File: config.mk
export PLATFORM = sky130hd
export DESIGN_NAME = read_accum_ctrl
export DESIGN_NICKNAME = d
export VERILOG_FILES = /design/src/rtl/read_accum_ctrl.sv
export SDC_FILE = /design/constraint.sdc
export NUM_CORES = 1
export LEC_CHECK = 0
export ABC_AREA = 1
export CORE_ASPECT_RATIO = 0.7
export CORE_MARGIN = 2
export CORE_UTILIZATION = 55
export DETAILED_ROUTE_END_ITERATION = 12
export MAX_ROUTING_LAYER = met4
export PLACE_DENSITY = 0.77
export SLEW_MARGIN = 20
export SYNTH_ARGS = -nofsm -noshare
export SYNTH_HDL_FRONTEND = slang
export SYNTH_SLANG_ARGS = --single-unit
File: constraint.sdc
create_clock -name clk -period 10 [get_ports clk]
set_input_delay 2 -clock clk [delete_from_list [all_inputs] [get_ports clk]]
set_output_delay 2 -clock clk [all_outputs]
set_load 0.01 [all_outputs]
File: src/rtl/read_accum_ctrl.sv
// read_accum_ctrl: start/validate a read burst on an Avalon-MM read master,
// drain the master's show-ahead FIFO and reduce the returned words to one
// result (sum, sum of squares, max or min, all unsigned).
module read_accum_ctrl #(
    parameter int DATA_W = 16,
    parameter int ADDR_W = 22,
    parameter int ACC_W  = 32
) (
    input  logic              clk,
    input  logic              rst,
    input  logic [31:0]       read_addr,
    input  logic [31:0]       size,
    input  logic [1:0]        mode,
    input  logic              read_en,
    output logic [ACC_W-1:0]  result,
    output logic              result_valid,
    output logic              busy,
    output logic              overflow,
    output logic              error,
    output logic              control_fixed_location,
    output logic [ADDR_W-1:0] control_read_base,
    output logic [ADDR_W-1:0] control_read_length,
    output logic              control_go,
    input  logic              control_done,
    input  logic [DATA_W-1:0] user_buffer_data,
    input  logic              user_data_available,
    output logic              user_read_buffer
);

    localparam int BYTES = DATA_W / 8;

    typedef enum logic [1:0] {
        ST_IDLE  = 2'd0,
        ST_GO    = 2'd1,
        ST_DRAIN = 2'd2,
        ST_DONE  = 2'd3
    } state_t;

    state_t             state_r;
    logic [31:0]        words_r;
    logic [31:0]        beats_r;
    logic [1:0]         mode_r;
    logic [ACC_W-1:0]   acc_r;
    logic               done_seen_r;

    logic [63:0]        len_full_s;
    logic               reject_s;
    logic               pop_s;
    logic [31:0]        beats_next_s;
    logic               finish_s;
    logic [2*DATA_W-1:0] square_s;
    logic [ACC_W-1:0]   data_ext_s;
    logic [ACC_W-1:0]   addend_s;
    logic [ACC_W:0]     sum_s;
    logic [ACC_W-1:0]   acc_next_s;
    logic               carry_s;

    assign control_fixed_location = 1'b0;

    // Byte length is computed at 64 bits so that a huge word count cannot
    // wrap into an apparently legal length.
    assign len_full_s = {32'd0, size} * 64'(BYTES);

    // Request validation: empty, too long for the master, or misaligned base.
    always_comb begin
        reject_s = 1'b0;
        if (size == 32'd0) begin
            reject_s = 1'b1;
        end else if (len_full_s > ((64'd1 << ADDR_W) - 64'd1)) begin
            reject_s = 1'b1;
        end else if ((read_addr % 32'(BYTES)) != 32'd0) begin
            reject_s = 1'b1;
        end else begin
            reject_s = 1'b0;
        end
    end

    // Pop only while draining and until the requested word count is reached;
    // surplus FIFO data is left for whoever owns the FIFO next.
    assign pop_s            = (state_r == ST_DRAIN) && user_data_available && (beats_r != words_r);
    assign user_read_buffer = pop_s;
    assign beats_next_s     = beats_r + {31'd0, pop_s};
    assign finish_s         = (beats_next_s == words_r) && (done_seen_r || control_done);

    assign square_s   = {{DATA_W{1'b0}}, user_buffer_data} * {{DATA_W{1'b0}}, user_buffer_data};
    assign data_ext_s = ACC_W'(user_buffer_data);
    assign sum_s      = {1'b0, acc_r} + {1'b0, addend_s};

    // Reduction datapath: next accumulator value and carry-out for one beat.
    always_comb begin
        addend_s   = data_ext_s;
        acc_next_s = acc_r;
        carry_s    = 1'b0;
        case (mode_r)
            2'd0: begin
                addend_s   = data_ext_s;
                acc_next_s = sum_s[ACC_W-1:0];
                carry_s    = sum_s[ACC_W];
            end
            2'd1: begin
                addend_s   = ACC_W'(square_s);
                acc_next_s = sum_s[ACC_W-1:0];
                carry_s    = sum_s[ACC_W];
            end
            2'd2: begin
                if (data_ext_s > acc_r) begin
                    acc_next_s = data_ext_s;
                end else begin
                    acc_next_s = acc_r;
                end
            end
            2'd3: begin
                if (data_ext_s < acc_r) begin
                    acc_next_s = data_ext_s;
                end else begin
                    acc_next_s = acc_r;
                end
            end
            default: begin
                acc_next_s = acc_r;
                carry_s    = 1'b0;
            end
        endcase
    end

    // Control FSM with registered status and master-programming outputs.
    always_ff @(posedge clk or posedge rst) begin
        if (rst) begin
            state_r             <= ST_IDLE;
            words_r             <= 32'd0;
            beats_r             <= 32'd0;
            mode_r              <= 2'd0;
            acc_r               <= '0;
            done_seen_r         <= 1'b0;
            result              <= '0;
            result_valid        <= 1'b0;
            busy                <= 1'b0;
            overflow            <= 1'b0;
            error               <= 1'b0;
            control_read_base   <= '0;
            control_read_length <= '0;
            control_go          <= 1'b0;
        end else begin
            case (state_r)
                ST_IDLE: begin
                    control_go <= 1'b0;
                    if (read_en) begin
                        if (reject_s) begin
                            error        <= 1'b1;
                            result_valid <= 1'b0;
                        end else begin
                            control_read_base   <= read_addr[ADDR_W-1:0];
                            control_read_length <= len_full_s[ADDR_W-1:0];
                            words_r             <= size;
                            mode_r              <= mode;
                            beats_r             <= 32'd0;
                            done_seen_r         <= 1'b0;
                            error               <= 1'b0;
                            overflow            <= 1'b0;
                            result_valid        <= 1'b0;
                            acc_r               <= (mode == 2'd3) ? {ACC_W{1'b1}} : {ACC_W{1'b0}};
                            control_go          <= 1'b1;
                            busy                <= 1'b1;
                            state_r             <= ST_GO;
                        end
                    end else begin
                        state_r <= ST_IDLE;
                    end
                end
                ST_GO: begin
                    control_go  <= 1'b0;
                    done_seen_r <= done_seen_r | control_done;
                    state_r     <= ST_DRAIN;
                end
                ST_DRAIN: begin
                    done_seen_r <= done_seen_r | control_done;
                    if (pop_s) begin
                        acc_r   <= acc_next_s;
                        beats_r <= beats_next_s;
                        if (carry_s) begin
                            overflow <= 1'b1;
                        end else begin
                            overflow <= overflow;
                        end
                    end else begin
                        acc_r <= acc_r;
                    end
                    if (finish_s) begin
                        busy    <= 1'b0;
                        state_r <= ST_DONE;
                    end else begin
                        state_r <= ST_DRAIN;
                    end
                end
                ST_DONE: begin
                    result       <= acc_r;
                    result_valid <= 1'b1;
                    state_r      <= ST_IDLE;
                end
                default: begin
                    control_go <= 1'b0;
                    busy       <= 1'b0;
                    state_r    <= ST_IDLE;
                end
            endcase
        end
    end

endmodule

==> report_table.html <==
<table>
<tr><th>Metric</th><th>Value</th></tr>
<tr><th colspan="2">Detailed routing</th></tr>
<tr><td>Post-detailed-routing wire length</td><td>54,800 um</td></tr>
<tr><td>Vias per Instance</td><td>5.41</td></tr>
<tr><td>Total number of vias</td><td>17,000</td></tr>
<tr><td>Per-cell routed wire length</td><td>17.5 um</td></tr>
<tr><td>Initial drt markers</td><td>1,736</td></tr>
<tr><td># DRC</td><td>0</td></tr>
<tr><td>First-pass detailed-route iteration total</td><td>7</td></tr>
<tr><td>Post-DRT Antenna Nets</td><td>0</td></tr>
<tr><th colspan="2">STA</th></tr>
<tr><td>Worst-Margin Slew</td><td>1.04 ns</td></tr>
<tr><td>Worst max-slew margin expressed relative to the limit</td><td>30.8%</td></tr>
<tr><td>Setup TNS after final layout</td><td>0 ns</td></tr>
<tr><td>RSZ-0062 raised after global routing</td><td>no</td></tr>
<tr><td>Final clock skew</td><td>0.0139 ns</td></tr>
<tr><td>Post-route clock period utilization</td><td>95.2%</td></tr>
<tr><td>Upper clock frequency limit</td><td>105 MHz</td></tr>
<tr><td>Minimum clock period</td><td>9.52 ns</td></tr>
<tr><td>Total count of max-transition violations in the final report</td><td>0</td></tr>
<tr><td>Final setup vio count</td><td>0</td></tr>
<tr><td>Minimum setup slack in the final design</td><td>0.475 ns</td></tr>
<tr><td>Hold Vio Cnt, Final</td><td>0</td></tr>
<tr><th colspan="2">Synthesis</th></tr>
<tr><td>Area fraction of the dominant cell type after synthesis</td><td>21.5%</td></tr>
<tr><td>Post-synth cell types</td><td>46</td></tr>
<tr><td>Most numerous cell in the Yosys netlist</td><td>nand2_1</td></tr>
<tr><td>Top post-synthesis cells by count</td><td>706 x nand2_1, 487 x inv_1, 184 x nor2_1, 161 x fa_1, 160 x dfrtp_1</td></tr>
<tr><td>Synthesized area divided by synthesized cell count</td><td>7.32 um^2</td></tr>
<tr><td>Number of warnings printed during yosys synthesis</td><td>0</td></tr>
<tr><td>Post-synthesis sequential area ratio</td><td>21.5%</td></tr>
<tr><td>Cell count after synthesis</td><td>2,539</td></tr>
<tr><td>Post-Synthesis Cell Area</td><td>18,600 um^2</td></tr>
<tr><td>Top cell type by total area after synthesis</td><td>dfrtp_1</td></tr>
<tr><td>Async S/R FF share, synth</td><td>100%</td></tr>
<tr><td>Number of storage elements in the synthesis netlist</td><td>160</td></tr>
<tr><td>Synth Flop Type</td><td>dfrtp_1</td></tr>
<tr><td>Largest cells by area after synthesis</td><td>dfrtp_1 22%, fa_1 17%, nand2_1 14%</td></tr>
<tr><td>Number of synthesized flops with an enable pin</td><td>0</td></tr>
<tr><th colspan="2">Worst setup path</th></tr>
<tr><td>Cell with the most instances on the worst path</td><td>inv_1</td></tr>
<tr><td>Category of cells accounting for the largest share of critical-path delay</td><td>adder cells</td></tr>
<tr><td>Setup slack, reg-to-reg</td><td>5.71 ns</td></tr>
<tr><td>Critical path startpoint category</td><td>input pin</td></tr>
<tr><td>Data required time at the worst endpoint</td><td>10.35 ns</td></tr>
<tr><td>Reg-to-reg startpoint</td><td>state_r[0]</td></tr>
<tr><td>Buf/Inv on CP</td><td>7</td></tr>
<tr><td>Capturing point of the worst reg2reg path</td><td>acc_r[1]</td></tr>
<tr><td>CP Class</td><td>input pin to flip-flop</td></tr>
<tr><td>Worst path arrival time</td><td>9.88 ns</td></tr>
<tr><td>Slowest stage delay, CP</td><td>0.83 ns</td></tr>
<tr><td>Cell with the largest stage delay on the worst path</td><td>clkdlybuf4s50_1</td></tr>
<tr><td>Worst Setup End Kind</td><td>flip-flop</td></tr>
<tr><td>R2R cell count</td><td>10</td></tr>
<tr><td>Crit Path Max Fanout</td><td>8</td></tr>
<tr><th colspan="2">Cells and area</th></tr>
<tr><td>Layout Nets</td><td>3,092</td></tr>
<tr><td>Share of cells above drive strength 1</td><td>5.86%</td></tr>
<tr><td>Number of inserted filler cells in the final layout</td><td>3,007</td></tr>
<tr><td>Area Growth Syn to Fin</td><td>15.3%</td></tr>
<tr><th colspan="2">Placement</th></tr>
<tr><td>Placer's final routability congestion estimate</td><td>0.998</td></tr>
<tr><td>IO Port Bufs</td><td>157</td></tr>
<tr><td>Placement-stage worst setup slack</td><td>0.126 ns</td></tr>
<tr><td>Half-perimeter wire length after placement</td><td>44,600 um</td></tr>
<tr><th colspan="2">Status</th></tr>
<tr><td>Outcome</td><td>finished clean</td></tr>
<tr><th colspan="2">Clocking</th></tr>
<tr><td>Root buffer cell</td><td>clkbuf_16</td></tr>
<tr><td>Clock-pin transition on the worst setup and hold timing paths</td><td>0.07 ns</td></tr>
<tr><td>Latest clock arrival within the worst-skew pair</td><td>0.45 ns</td></tr>
<tr><td>TritonCTS clock tree</td><td>built</td></tr>
<tr><td>Clock sink count</td><td>160</td></tr>
<tr><td>Max H-tree Level</td><td>4</td></tr>
<tr><td>Total CTS buffers</td><td>17</td></tr>
<tr><td>Buffers from clock root to sink, at most</td><td>2</td></tr>
<tr><td>Resized Gates After CTS</td><td>0</td></tr>
<tr><td>Post-CTS Repair Setup Buffers</td><td>0</td></tr>
<tr><td>Quantity of hold-fixing buffers added after cts</td><td>0</td></tr>
<tr><th colspan="2">Floorplan</th></tr>
<tr><td>I/O pin count</td><td>170</td></tr>
<tr><td>Cell Rows</td><td>56</td></tr>
<tr><td>Area of the die</td><td>35,300 um^2</td></tr>
<tr><td>Vertical extent of the die</td><td>158 um</td></tr>
<tr><td>Width of the die</td><td>224 um</td></tr>
<tr><td>Initial core utilization</td><td>55.7%</td></tr>
<tr><td>CORE AREA</td><td>33,400 um^2</td></tr>
<tr><th colspan="2">Global route</th></tr>
<tr><td>Vias in the first global route</td><td>16,300</td></tr>
<tr><td>Pin count of the biggest net entering global routing</td><td>101</td></tr>
<tr><td>Overflow left after global routing</td><td>0</td></tr>
<tr><td>Number of antenna violations at the first check in global routing</td><td>3</td></tr>
<tr><td>First-pass GRT wire length</td><td>87,700 um</td></tr>
<tr><td>Tot GR Track Use</td><td>32.8%</td></tr>
<tr><th colspan="2">Worst hold path</th></tr>
<tr><td>Class of the worst hold path</td><td>flip-flop to flip-flop</td></tr>
<tr><td>Worst Hold Depth</td><td>2</td></tr>
<tr><td>Min-delay src</td><td>control_read_base[21]</td></tr>
<tr><td>Endpoint with the worst hold slack</td><td>control_read_base[21]</td></tr>
<tr><th colspan="2">Power</th></tr>
<tr><td>Net Sw Power</td><td>3190 uW</td></tr>
<tr><td>Proportion of power drawn by flip-flops and latches</td><td>13.6%</td></tr>
<tr><td>Peak supply drop</td><td>0.399 mV</td></tr>
<tr><td>Power Internal</td><td>2840 uW</td></tr>
<tr><td>Combinational share of power</td><td>74.4%</td></tr>
<tr><td>Switching power as a share of total power</td><td>52.9%</td></tr>
<tr><td>Power density relative to cell area</td><td>281 nW/um^2</td></tr>
<tr><td>Leakage dissipation</td><td>0.0116 uW</td></tr>
<tr><td>Clock network fraction of total power</td><td>12.0%</td></tr>
<tr><th colspan="2">Job</th></tr>
<tr><td>Count of max-cap constraint violations</td><td>0</td></tr>
</table>
-- power groups by stage --
stage / Clock, uW / Combinational [uW] / Sequential [uW]
2_1_floorplan: 0 / 3090 / 792
3_3_place_gp: 0 / 4230 / 826
3_5_place_dp: 0 / 4330 / 828
4_1_cts: 728 / 4380 / 817
5_1_grt: 755 / 5050 / 830
6_report: 721 / 4480 / 819
-- worst reg2reg max path, delay by kind of cell, from the launching register on --
family / cells / cell delay [ns]
flops: 1 / 0.40
buf+inv: 3 / 1.39
fa+ha+maj: 1 / 0.43
simple gates: 6 / 1.96
-- through the flow --
| step | total power, uW | instances | hold WS (ns) | util (%) | instance area, um^2 |
|---|---|---|---|---|---|
| after floorplan | 3880 | 2540 | 0.455 | - | 18600 |
| after global placement | 5050 | 3101 | 0.453 | 62.3 | 20800 |
| after detailed placement | 5160 | 3101 | 0.457 | 62.3 | 20800 |
| after CTS | 5930 | 3133 | 0.475 | 64.2 | 21400 |
| after global routing | 6640 | 3136 | 0.491 | 64.2 | 21400 |
| final | 6020 | 3136 | 0.471 | 64.2 | 21400 |
-- worst max-delay path by stage --
stage | from | to | slack [ns] | depth (start not counted)
CTS | user_buffer_data[12] | acc_r[30] | 0.58 | 33
global route | user_buffer_data[4] | overflow | 0.04 | 36
floorplan | user_buffer_data[1] | acc_r[24] | 1.21 | 37
global placement | user_buffer_data[7] | acc_r[24] | 0.28 | 36
detailed placement | user_buffer_data[12] | acc_r[30] | 0.13 | 33
finish | user_buffer_data[12] | overflow | 0.48 | 35
-- metal layers --
| layer | GRT usage [%] | part of all wire (%) | vias to the layer above |
|---|---|---|---|
| met1 | 49.0 | 48 | 8167 |
| met2 | 47.3 | 42 | 636 |
| li1 | - | - | 8116 |
| met4 | 5.87 | 1.4 | 0 |
| met3 | 5.44 | 8.0 | 60 |
| met5 | - | 0 | - |
-- layout make-up --
cell class	instances	area, um^2	share of cell area (%)
Inverter	490	1840	8.61
Antenna cell	3	7.51	0.0350
Clock buffer	18	439	2.05
Clock inverter	14	203	0.946
Sequential cell	160	4000	18.7
Timing Repair Buffer	222	2100	9.79
Tap cell	435	544	2.54
Multi-Input combinational cell	1794	12300	57.3
-- flip-flops by register name, summed over array words and instances (netlist names), 2 cells and up --
register / cells
result: 32
control_read_base: 22
state_r: 2
beats_r: 32
mode_r: 2
words_r: 32
acc_r: 32
-- kinds of logic (layout without fill, tap and decap cells) --
| logic type | count (synthesis) | after routing | share of synthesized area, % |
|---|---|---|---|
| AND/OR/NAND/NOR | 1069 | 1069 | 23.8 |
| other | 1 | 5 | 0.0202 |
| XOR/XNOR | 86 | 86 | 4.05 |
| buffers and inverters | 586 | 744 | 12.4 |
| multiplexers | 17 | 17 | 1.03 |
| AO/OA/AOI/OAI | 300 | 300 | 9.05 |
| flip-flops | 160 | 160 | 21.5 |
| adder cells (fa/ha/maj) | 320 | 320 | 28.0 |
-- cells in the final DEF (no fill, tap or decap), types with 9 or more instances in the layout --
cell / n
mux2_2: 17
nand4_1: 24
a31oi_1: 13
ha_1: 158
a21oi_1: 122
o21bai_1: 12
xnor2_1: 44
nor3_1: 17
nor2_4: 9
o31ai_1: 19
clkbuf_16: 17
buf_4: 62
nand2_1: 706
clkdlybuf4s50_1: 157
nand3_1: 85
xor2_1: 42
dfrtp_1: 160
o21ai_0: 93
fa_1: 161
nor2_1: 181
o21ai_1: 9
inv_1: 486
No activity file was read; power rests on OpenSTA's default activity.
